### src/rtl/shake_ctrl_pkg.sv
// rtl/shake_ctrl_pkg.sv - SHAKE framing constants, FSM encoding and word helpers
package shake_ctrl_pkg;

    localparam logic [31:0] SHAKE_OLEN_128   = 32'h0000_0080;
    localparam logic [31:0] SHAKE_ILEN_128   = 32'h8000_0080;
    localparam int          SHAKE_DATA_WORDS = 4;
    localparam int          SHAKE_OUT_WORDS  = 4;

    typedef enum logic [1:0] {
        ST_IDLE,
        ST_SEND,
        ST_READ,
        ST_RESP
    } shake_state_t;

    function automatic logic [31:0] bswap32(input logic [31:0] w);
        return {w[7:0], w[15:8], w[23:16], w[31:24]};
    endfunction

    // Beat order on din: output length, input length, then message MSW first.
    function automatic logic [31:0] send_word(input logic [2:0] idx, input logic [127:0] msg);
        case (idx)
            3'd0:    return SHAKE_OLEN_128;
            3'd1:    return SHAKE_ILEN_128;
            3'd2:    return msg[127:96];
            3'd3:    return msg[95:64];
            3'd4:    return msg[63:32];
            3'd5:    return msg[31:0];
            default: return 32'h0;
        endcase
    endfunction

endpackage

### src/rtl/rr_arbiter.sv
// rtl/rr_arbiter.sv - N-wide round-robin arbiter, pointer advances to the winner on en
module rr_arbiter #(
    parameter int N = 2,
    localparam int IW = (N > 1) ? $clog2(N) : 1
) (
    input  logic         clock,
    input  logic         reset,
    input  logic         en,
    input  logic [N-1:0] req,
    output logic [N-1:0] gnt,
    output logic         any
);

    logic [IW-1:0] ptr;
    logic [IW-1:0] lo_idx, hi_idx, win_idx;
    logic          lo_any, hi_any;

    // Lowest requester above the pointer wins; otherwise wrap to the lowest overall.
    always_comb begin
        lo_idx = '0;
        hi_idx = '0;
        lo_any = 1'b0;
        hi_any = 1'b0;
        for (int j = N - 1; j >= 0; j--) begin
            if (req[j]) begin
                lo_idx = IW'(j);
                lo_any = 1'b1;
            end
            if (req[j] && (j > int'(ptr))) begin
                hi_idx = IW'(j);
                hi_any = 1'b1;
            end
        end
        win_idx = hi_any ? hi_idx : lo_idx;
        any     = lo_any;
        gnt     = lo_any ? (N'(1) << win_idx) : '0;
    end

    always_ff @(posedge clock) begin
        if (reset) begin
            ptr <= IW'(N - 1);
        end else if (en && lo_any) begin
            ptr <= win_idx;
        end
    end

endmodule

### src/rtl/shake_arbiter.sv
// rtl/shake_arbiter.sv - round-robin time-sharing of one SHAKE core for 128-bit digests
// Optional watchdog abort enabled by SHAKE_TIMEOUT_EN.
module shake_arbiter
    import shake_ctrl_pkg::*;
#(
    parameter int NUM_REQ        = 2,
    parameter int TIMEOUT_CYCLES = 4096
) (
    input  logic                   clock,
    input  logic                   reset,
    input  logic [NUM_REQ-1:0]     req,
    input  logic [NUM_REQ*128-1:0] req_msg,
    output logic [NUM_REQ-1:0]     grant,
    output logic [NUM_REQ-1:0]     rsp_valid,
    output logic [127:0]           rsp_digest,
    output logic                   rsp_err,
    output logic                   busy,
    output logic                   din_valid,
    output logic [31:0]            din,
    input  logic                   din_ready,
    input  logic                   dout_valid,
    input  logic [31:0]            dout,
    output logic                   dout_ready
);

    shake_state_t       state;
    logic [127:0]       msg;
    logic [127:0]       digest;
    logic [2:0]         word_cnt;
    logic [NUM_REQ-1:0] arb_gnt;
    logic               arb_any;
    logic [127:0]       sel_msg;

`ifdef SHAKE_TIMEOUT_EN
    localparam int TO_W = $clog2(TIMEOUT_CYCLES) + 1;
    logic [TO_W-1:0] to_cnt;
    logic            to_err;
`else
    localparam int unused_timeout_cycles = TIMEOUT_CYCLES;
    assign rsp_err = 1'b0;
`endif

    rr_arbiter #(.N(NUM_REQ)) u_rr (
        .clock (clock),
        .reset (reset),
        .en    (state == ST_IDLE),
        .req   (req),
        .gnt   (arb_gnt),
        .any   (arb_any)
    );

    always_comb begin
        sel_msg = '0;
        for (int i = 0; i < NUM_REQ; i++) begin
            if (arb_gnt[i]) sel_msg = req_msg[i*128 +: 128];
        end
    end

    always_ff @(posedge clock) begin
        if (reset) begin
            state      <= ST_IDLE;
            grant      <= '0;
            rsp_valid  <= '0;
            rsp_digest <= '0;
            busy       <= 1'b0;
            din_valid  <= 1'b0;
            din        <= '0;
            dout_ready <= 1'b0;
            msg        <= '0;
            digest     <= '0;
            word_cnt   <= '0;
`ifdef SHAKE_TIMEOUT_EN
            rsp_err    <= 1'b0;
            to_cnt     <= '0;
            to_err     <= 1'b0;
`endif
        end else begin
            rsp_valid <= '0;
`ifdef SHAKE_TIMEOUT_EN
            rsp_err <= 1'b0;
            if (state == ST_SEND || state == ST_READ) to_cnt <= to_cnt + TO_W'(1);
`endif
            case (state)
                ST_IDLE: begin
                    if (arb_any) begin
                        grant     <= arb_gnt;
                        msg       <= sel_msg;
                        digest    <= '0;
                        word_cnt  <= '0;
                        busy      <= 1'b1;
                        din_valid <= 1'b1;
                        din       <= send_word(3'd0, sel_msg);
                        state     <= ST_SEND;
`ifdef SHAKE_TIMEOUT_EN
                        to_cnt    <= '0;
                        to_err    <= 1'b0;
`endif
                    end
                end
                ST_SEND: begin
                    if (din_valid && din_ready) begin
                        if (word_cnt == 3'(SHAKE_DATA_WORDS + 1)) begin
                            din_valid  <= 1'b0;
                            dout_ready <= 1'b1;
                            word_cnt   <= '0;
                            state      <= ST_READ;
                        end else begin
                            word_cnt <= word_cnt + 3'd1;
                            din      <= send_word(word_cnt + 3'd1, msg);
                        end
                    end
                end
                ST_READ: begin
                    if (dout_valid && dout_ready) begin
                        digest <= {digest[95:0], bswap32(dout)};
                        if (word_cnt == 3'(SHAKE_OUT_WORDS - 1)) begin
                            dout_ready <= 1'b0;
                            state      <= ST_RESP;
                        end else begin
                            word_cnt <= word_cnt + 3'd1;
                        end
                    end
                end
                ST_RESP: begin
                    rsp_valid  <= grant;
                    grant      <= '0;
                    busy       <= 1'b0;
                    state      <= ST_IDLE;
`ifdef SHAKE_TIMEOUT_EN
                    rsp_err    <= to_err;
                    rsp_digest <= to_err ? '0 : digest;
`else
                    rsp_digest <= digest;
`endif
                end
                default: state <= ST_IDLE;
            endcase
`ifdef SHAKE_TIMEOUT_EN
            // Watchdog overrides whatever SEND/READ decided this cycle.
            if ((state == ST_SEND || state == ST_READ) && to_cnt == TO_W'(TIMEOUT_CYCLES)) begin
                state      <= ST_RESP;
                din_valid  <= 1'b0;
                dout_ready <= 1'b0;
                to_err     <= 1'b1;
            end
`endif
        end
    end

endmodule

### config.mk
export PLATFORM = sky130hd
export DESIGN_NAME = shake_arbiter
export DESIGN_NICKNAME = d
export VERILOG_FILES = /design/src/rtl/shake_ctrl_pkg.sv /design/src/rtl/rr_arbiter.sv /design/src/rtl/shake_arbiter.sv
export SDC_FILE = /design/constraint.sdc
export NUM_CORES = 1
export LEC_CHECK = 0
export ABC_CLOCK_PERIOD_IN_PS = 2300
export CORE_ASPECT_RATIO = 1.4
export CORE_MARGIN = 3
export CORE_UTILIZATION = 48
export DETAILED_ROUTE_END_ITERATION = 8
export GPL_TIMING_DRIVEN = 0
export PLACE_DENSITY_LB_ADDON = 0.25
export SYNTH_ARGS = -nofsm -noshare
export SYNTH_HDL_FRONTEND = slang
export SYNTH_HIERARCHICAL = 1
export SYNTH_SLANG_ARGS = --single-unit
### constraint.sdc
create_clock -name clock -period 2.3 [get_ports clock]
set_clock_uncertainty 0.1 [all_clocks]
set_input_delay 0.46 -clock clock [delete_from_list [all_inputs] [get_ports clock]]
set_output_delay 0.46 -clock clock [all_outputs]
set_load 0.005 [all_outputs]
Yosys cells after proc, flatten, opt, wreduce, memory -nomap -nowiden
Cells that the tools add are included.
{"block": "op_classes", "n_bitwise": 1, "n_lt_le_gt_ge": 1, "n_addsub": 1, "mul": 0, "shift": 1, "eq_ne": 17, "div_mod_pow": 0, "n_reduce_logical": 20, "mux": 40}
{"operator": "2-to-1 mux 128 bit", "n": 4}
{"operator": "case mux 128 bit (2 select lines)", "n": 1}
{"operator": "case mux 32 bit (6 select lines)", "n": 1}
{"operator": "2-to-1 mux 32 bit", "n": 3}
{"operator": "case mux 32 bit (2 select lines)", "n": 1}
{"operator": "2-to-1 mux 3 bit", "n": 5}
{"operator": "AND reduction 5 bit", "n": 3}
{"operator": "2-to-1 mux 2 bit", "n": 7}
{"operator": "!= test 2 bit, second input constant", "n": 7}
{"operator": "2-to-1 mux 1 bit", "n": 12}
{"operator": "== test 3 x 2 -> 1 bit, second input constant", "n": 3}
{"operator": "== test 3 bit, second input constant", "n": 3}
{"operator": "case mux 3 bit (3 select lines)", "n": 1}
{"operator": "case mux 2 bit (4 select lines)", "n": 1}
{"operator": "AND reduction 4 bit", "n": 2}
{"operator": "nonzero test 2 bit", "n": 4}
{"operator": "case mux 1 bit (2 select lines)", "n": 3}
{"operator": "== test 2 bit, second input constant", "n": 2}
{"operator": "logical AND 1 bit", "n": 4}
{"operator": "case mux 2 bit (2 select lines)", "n": 1}
{"operator": "AND reduction 2 bit", "n": 2}
{"operator": "adder 3 x 1 -> 3 bit, second input constant", "n": 1}
{"operator": "== test 3 x 1 -> 1 bit, second input constant", "n": 1}
{"operator": "zero test 3 bit", "n": 1}
{"operator": "8 further kinds", "n": 8}
{"block": "word_totals", "romBits": 0, "n_memories": 0, "in_bits": 294, "ramBits": 0, "out_inout_bits": 168, "latchBits": 0, "ff_bits": 429, "elab_cells": 93}

Logic depth before layout (Yosys ltp)
{"block": "logic_depth", "word_depth": 8, "depth_mapped": 10, "mapped_depth_nobuf": 6}

By module
Netlist, hierarchy kept.
{"module": "shake_arbiter", "n_inst": 1, "cells_per_inst": 1784, "seq_area_each_um2": 8568.2, "area_each_um2": 16603.4}
{"module": "rr_arbiter", "n_inst": 1, "cells_per_inst": 8, "seq_area_each_um2": 20.0, "area_each_um2": 67.6}

Worst setup path after synthesis
Ideal clock, no wire load.
{"block": "synth_timing", "kind": "reg2reg", "from": "register word_cnt[0]", "to": "register din[10]", "n_path_buf": 2, "path_stages_with_launch": 9, "setup_slack_ps": 463, "required_time_ps": 2130, "t_arrival_ps": 1666, "setup_ps": 70, "synth_period_minus_slack_ps": 1837, "path_cell_list": "dfxtp_1 ha_1 ha_1 buf_2 clkbuf_1 a221oi_1 a21oi_1 nand3_1 a21oi_1"}
{"block": "synth_between", "elab_chain_len": 6, "elab_cells_between_ends": 14, "cone_classes": "1 x add/sub; 7 x eq/ne; 4 x mux; 2 x reduce/logical"}
{"item": "start, declared", "line": "shake_arbiter.sv:29", "rtl": "logic [2:0] word_cnt;"}
{"item": "start signal, assigned", "line": "shake_arbiter.sv:108", "rtl": "word_cnt <= word_cnt + 3'd1;"}
{"item": "start signal, assigned", "line": "shake_arbiter.sv:120", "rtl": "word_cnt <= word_cnt + 3'd1;"}
{"item": "adder 3 x 1 -> 3 bit", "line": "shake_arbiter.sv:109", "rtl": "din <= send_word(word_cnt + 3'd1, msg);"}
{"item": "== test 3 bit (tied with other cells)", "line": "shake_ctrl_pkg.sv:22", "rtl": "case (idx)"}
{"item": "case mux 32 bit (6 select lines)", "line": "shake_ctrl_pkg.sv:22"}
{"item": "2-to-1 mux 32 bit", "line": "shake_arbiter.sv:102", "rtl": "if (word_cnt == 3'(SHAKE_DATA_WORDS + 1)) begin"}
{"item": "2-to-1 mux 32 bit", "line": "shake_arbiter.sv:101", "rtl": "if (din_valid && din_ready) begin"}
{"item": "case mux 32 bit (2 select lines)", "line": "shake_arbiter.sv:83", "rtl": "case (state)"}
{"item": "end signal, assigned", "line": "shake_arbiter.sv:92", "rtl": "din <= send_word(3'd0, sel_msg);"}
{"item": "end signal, assigned", "line": "shake_arbiter.sv:109"}
{"item": "end, declared", "line": "shake_arbiter.sv:19", "rtl": "output logic [31:0] din,"}
Several ways; a longest one is shown, not always the timed one. The select of a mux whose other input is x is not followed.
A chain may end at the register's enable or synchronous reset.

Worst setup path after layout
{"block": "layout_timing", "from": "register word_cnt[0]", "to": "register din[12]"}
The elaborated chain is that of the path after synthesis.

==> summary.txt <==
Outcome
  – Outcome: finished, violations left
  – Failing checks: setup timing

STA
  – Final WS setup: -115 ps
  – Max_slew headroom: 0.477
  – Fmax: approximately 0.41 GHz
  – Final setup fails: 6
  – Clock period minus worst slack: between 2000 and 2500 ps
  – Tightest Pin Transition: about 780 ps
  – RSZ-0062 raised after global routing: yes
  – Fin crit share: 1.05
  – Pins Over Slew Limit: 0
  – Final Hold Vio Count: 0

Global route
  – Total global-route track usage: 0.325
  – First-pass GRT wire length: 92,300 µm
  – Vias in the first global route: approximately 16,000
  – Initial antenna violation count: 2
  – Largest net degree at the start of global routing: 16
  – Total global routing overflow: 0

Critical path
  – Max FO, Critical Path: 10
  – Reg-to-reg startpoint: word_cnt[0]
  – Bufs and invs on worst path: 2
  – CP Class: flop to flop
  – R2r endpoint: din[12]
  – Worst Setup End Kind: flop
  – Worst path max stage delay: ~550 ps
  – WP data arrival: between 2000 and 3000 ps
  – Critical path launch point type: flop
  – Slowest cell on the critical path: a221oi_1
  – R2r setup slk: -110 ps
  – Cell Chain, Critical Path: ha_1, ha_1, buf_2, clkbuf_2, a221oi_1, a21oi_1, nand3_1, a21oi_1
  – Worst Path Required: roughly 2600 ps
  – Crit path max-delay family: compound AO/OA/AOI/OAI gates
  – FF-to-FF path depth: 8

Run
  – Max Cap Viol: 0

Yosys
  – Synth warnings: 6
  – Synthesized area per cell: 9.30 µm²
  – Primary FF master, synth: dfxtp_1
  – Number of flops mapped to enable cells by yosys: 0
  – Post-Syn Area: 0.0167 mm²
  – Synthesized instance count: 1,792
  – Yosys reg bits: between 400 and 500
  – Yosys cell types: 43
  – Post-synth ARST share: 0
  – Register area share after synthesis: 0.515
  – Syn_nets: about 2,100

Die
  – Die H: roughly 230 µm
  – Placement Rows: 80
  – Core area: between 0.03 and 0.04 mm²
  – Initial Util: 0.488
  – Die Width: 164 µm
  – Die area: between 0.03 and 0.04 mm²
  – Io pins: 462

Cells and area
  – Layout Utilization: 0.689
  – Nets: around 2,600
  – Most frequent cells in the layout: 460 x clkdlybuf4s50_1, 429 x dfxtp_1, 388 x nor2_1
  – Layout cell share with drive strength beyond 1: 0.0941
  – Filler instances: about 2,700
  – Syn-to-layout area delta: 41.1%
  – Commonest non-fill, non-tap cell in the layout: clkdlybuf4s50_1
  – Post-route cell area: 0.0235 mm²

Power and ir drop
  – PnR Total Power: 22.3 mW
  – Pwr dens: around 950 mW/mm²
  – Lkg Pwr: around 8.4 nW
  – Max VDD drop: about 0.6 mV

Clock tree
  – Total CTS buffers: 40
  – Worst-path clk slew: roughly 70 ps
  – CTS sink cnt: between 400 and 500
  – Worst-Skew Late Latency: 540 ps
  – Longest Clk Path Bufs: 3
  – CTS root buf: clkbuf_16
  – CTS tree: yes
  – Hold buffer count at cts: 0
  – Htree depth: 2

Drt
  – # DRC: 0
  – DR vias: 16,300
  – Final ANT Viol Nets: 0
  – Via density: 5.88
  – Final WL: ~64,000 µm
  – Drt pass-1 iters: 6
  – WL/cell: between 20 and 25 µm
  – Number of DRC markers in iteration 0: between 1,000 and 1,500

Worst hold path
  – Worst min path class: flop to flop
  – Hold Crit Depth: 2
  – Hold Startpoint: din[1]
  – Hold Crit Endpoint: din[1]

Placed design
  – Hpwl dp: 47,900 µm
  – Port buffer count: 460
  – Setup Slack @ Placement: -750 ps
  – Post-DP Area: roughly 0.022 mm²
  – Gpl congestion: 0.944
## worst reg2reg max path: stages, from the launching register on
cell,delay (ps)
dfxtp_1,360
ha_1,240
ha_1,300
buf_2,210
clkbuf_2,240
a221oi_1,550
a21oi_1,80
nand3_1,120
a21oi_1,70
## state kept, by name (all words and copies together), names as in the netlist
register / count
busy: 1
digest: 128
din: 32
din_valid: 1
dout_ready: 1
grant: 2
msg: 128
rsp_digest: 128
rsp_valid: 2
state: 2
u_rr/ptr: 1
word_cnt: 3
## kinds of logic after synthesis
group,Yosys count,share of synthesized area
flops,429,0.515
simple gates,582,0.147
buf+inv,197,0.0551
compound gates,445,0.198
other cells,1,0.000225
mux,128,0.0769
fa+ha+maj,10,0.00751
## synthesized netlist by cell type, drive strengths merged (6+ instances only)
master	count	area (µm²)
dfxtp	429	8590
nor2	389	1470
a221oi	161	1410
a22oi	159	1190
mux2i	128	1280
nor3	128	641
clkbuf	102	383
buf	86	502
a21oi	68	340
o21ai	38	190
nand3	34	170
nand2	14	52.6
ha	10	125
inv	9	33.8
nor2b	6	40.0
## layer usage
layer | up-vias | GRT usage | wire length [µm] | part of all wire
met5 | - | 0 | 0 | 0
met4 | 0 | 0.190 | 4020 | 0.063
met1 | 7807 | 0.341 | 22000 | 0.35
met3 | 172 | 0.0687 | 5360 | 0.084
met2 | 779 | 0.593 | 32200 | 0.51
li1 | 7538 | - | - | -
## what timing repair did
| item | in CTS | in global routing |
|---|---|---|
| endpoints found under the hold margin | 0 | 0 |
| gates resized for setup | 18 | 87 |
| setup buffers | 0 | 0 |
| endpoints found under the setup margin | 180 | 124 |
## layout make-up
class	instances	area (µm²)	area share
antenna	4	10.0	0.000426
buffer	187	923	0.0393
clock buffer	55	1120	0.0475
clock inverter	10	140	0.00596
inverter	9	33.8	0.00144
multi-input combinational	1166	7540	0.320
sequential	429	8590	0.365
tap	451	564	0.0240
timing repair buffer	460	4600	0.196
## worst max path at each step
stage	startpoint	to	slack, ps	depth (start not counted)
finish	word_cnt[0]	din[12]	-110	8
global route	word_cnt[0]	din[12]	-120	8
CTS	word_cnt[0]	din[11]	-30	8
detailed placement	req[1]	msg[47]	-750	7
global placement	req[1]	msg[60]	-690	7
floorplan	word_cnt[0]	din[10]	460	8
## metrics by stage
step	TNS (ps)	hold WS [ps]	std cells
floorplan	0	362	1792
global placement	-138580	357	2703
detailed placement	-149860	365	2703
CTS	-91.6	374	2767
global route	-1230	394	2768
finish	-334	378	2771
## report_power, final
group / switching, mW / internal, mW
Combinational: 4.41 / 2.48
Sequential: 0.589 / 8.29
Clock: 2.81 / 3.73
(Power assumes the default switching activity.)
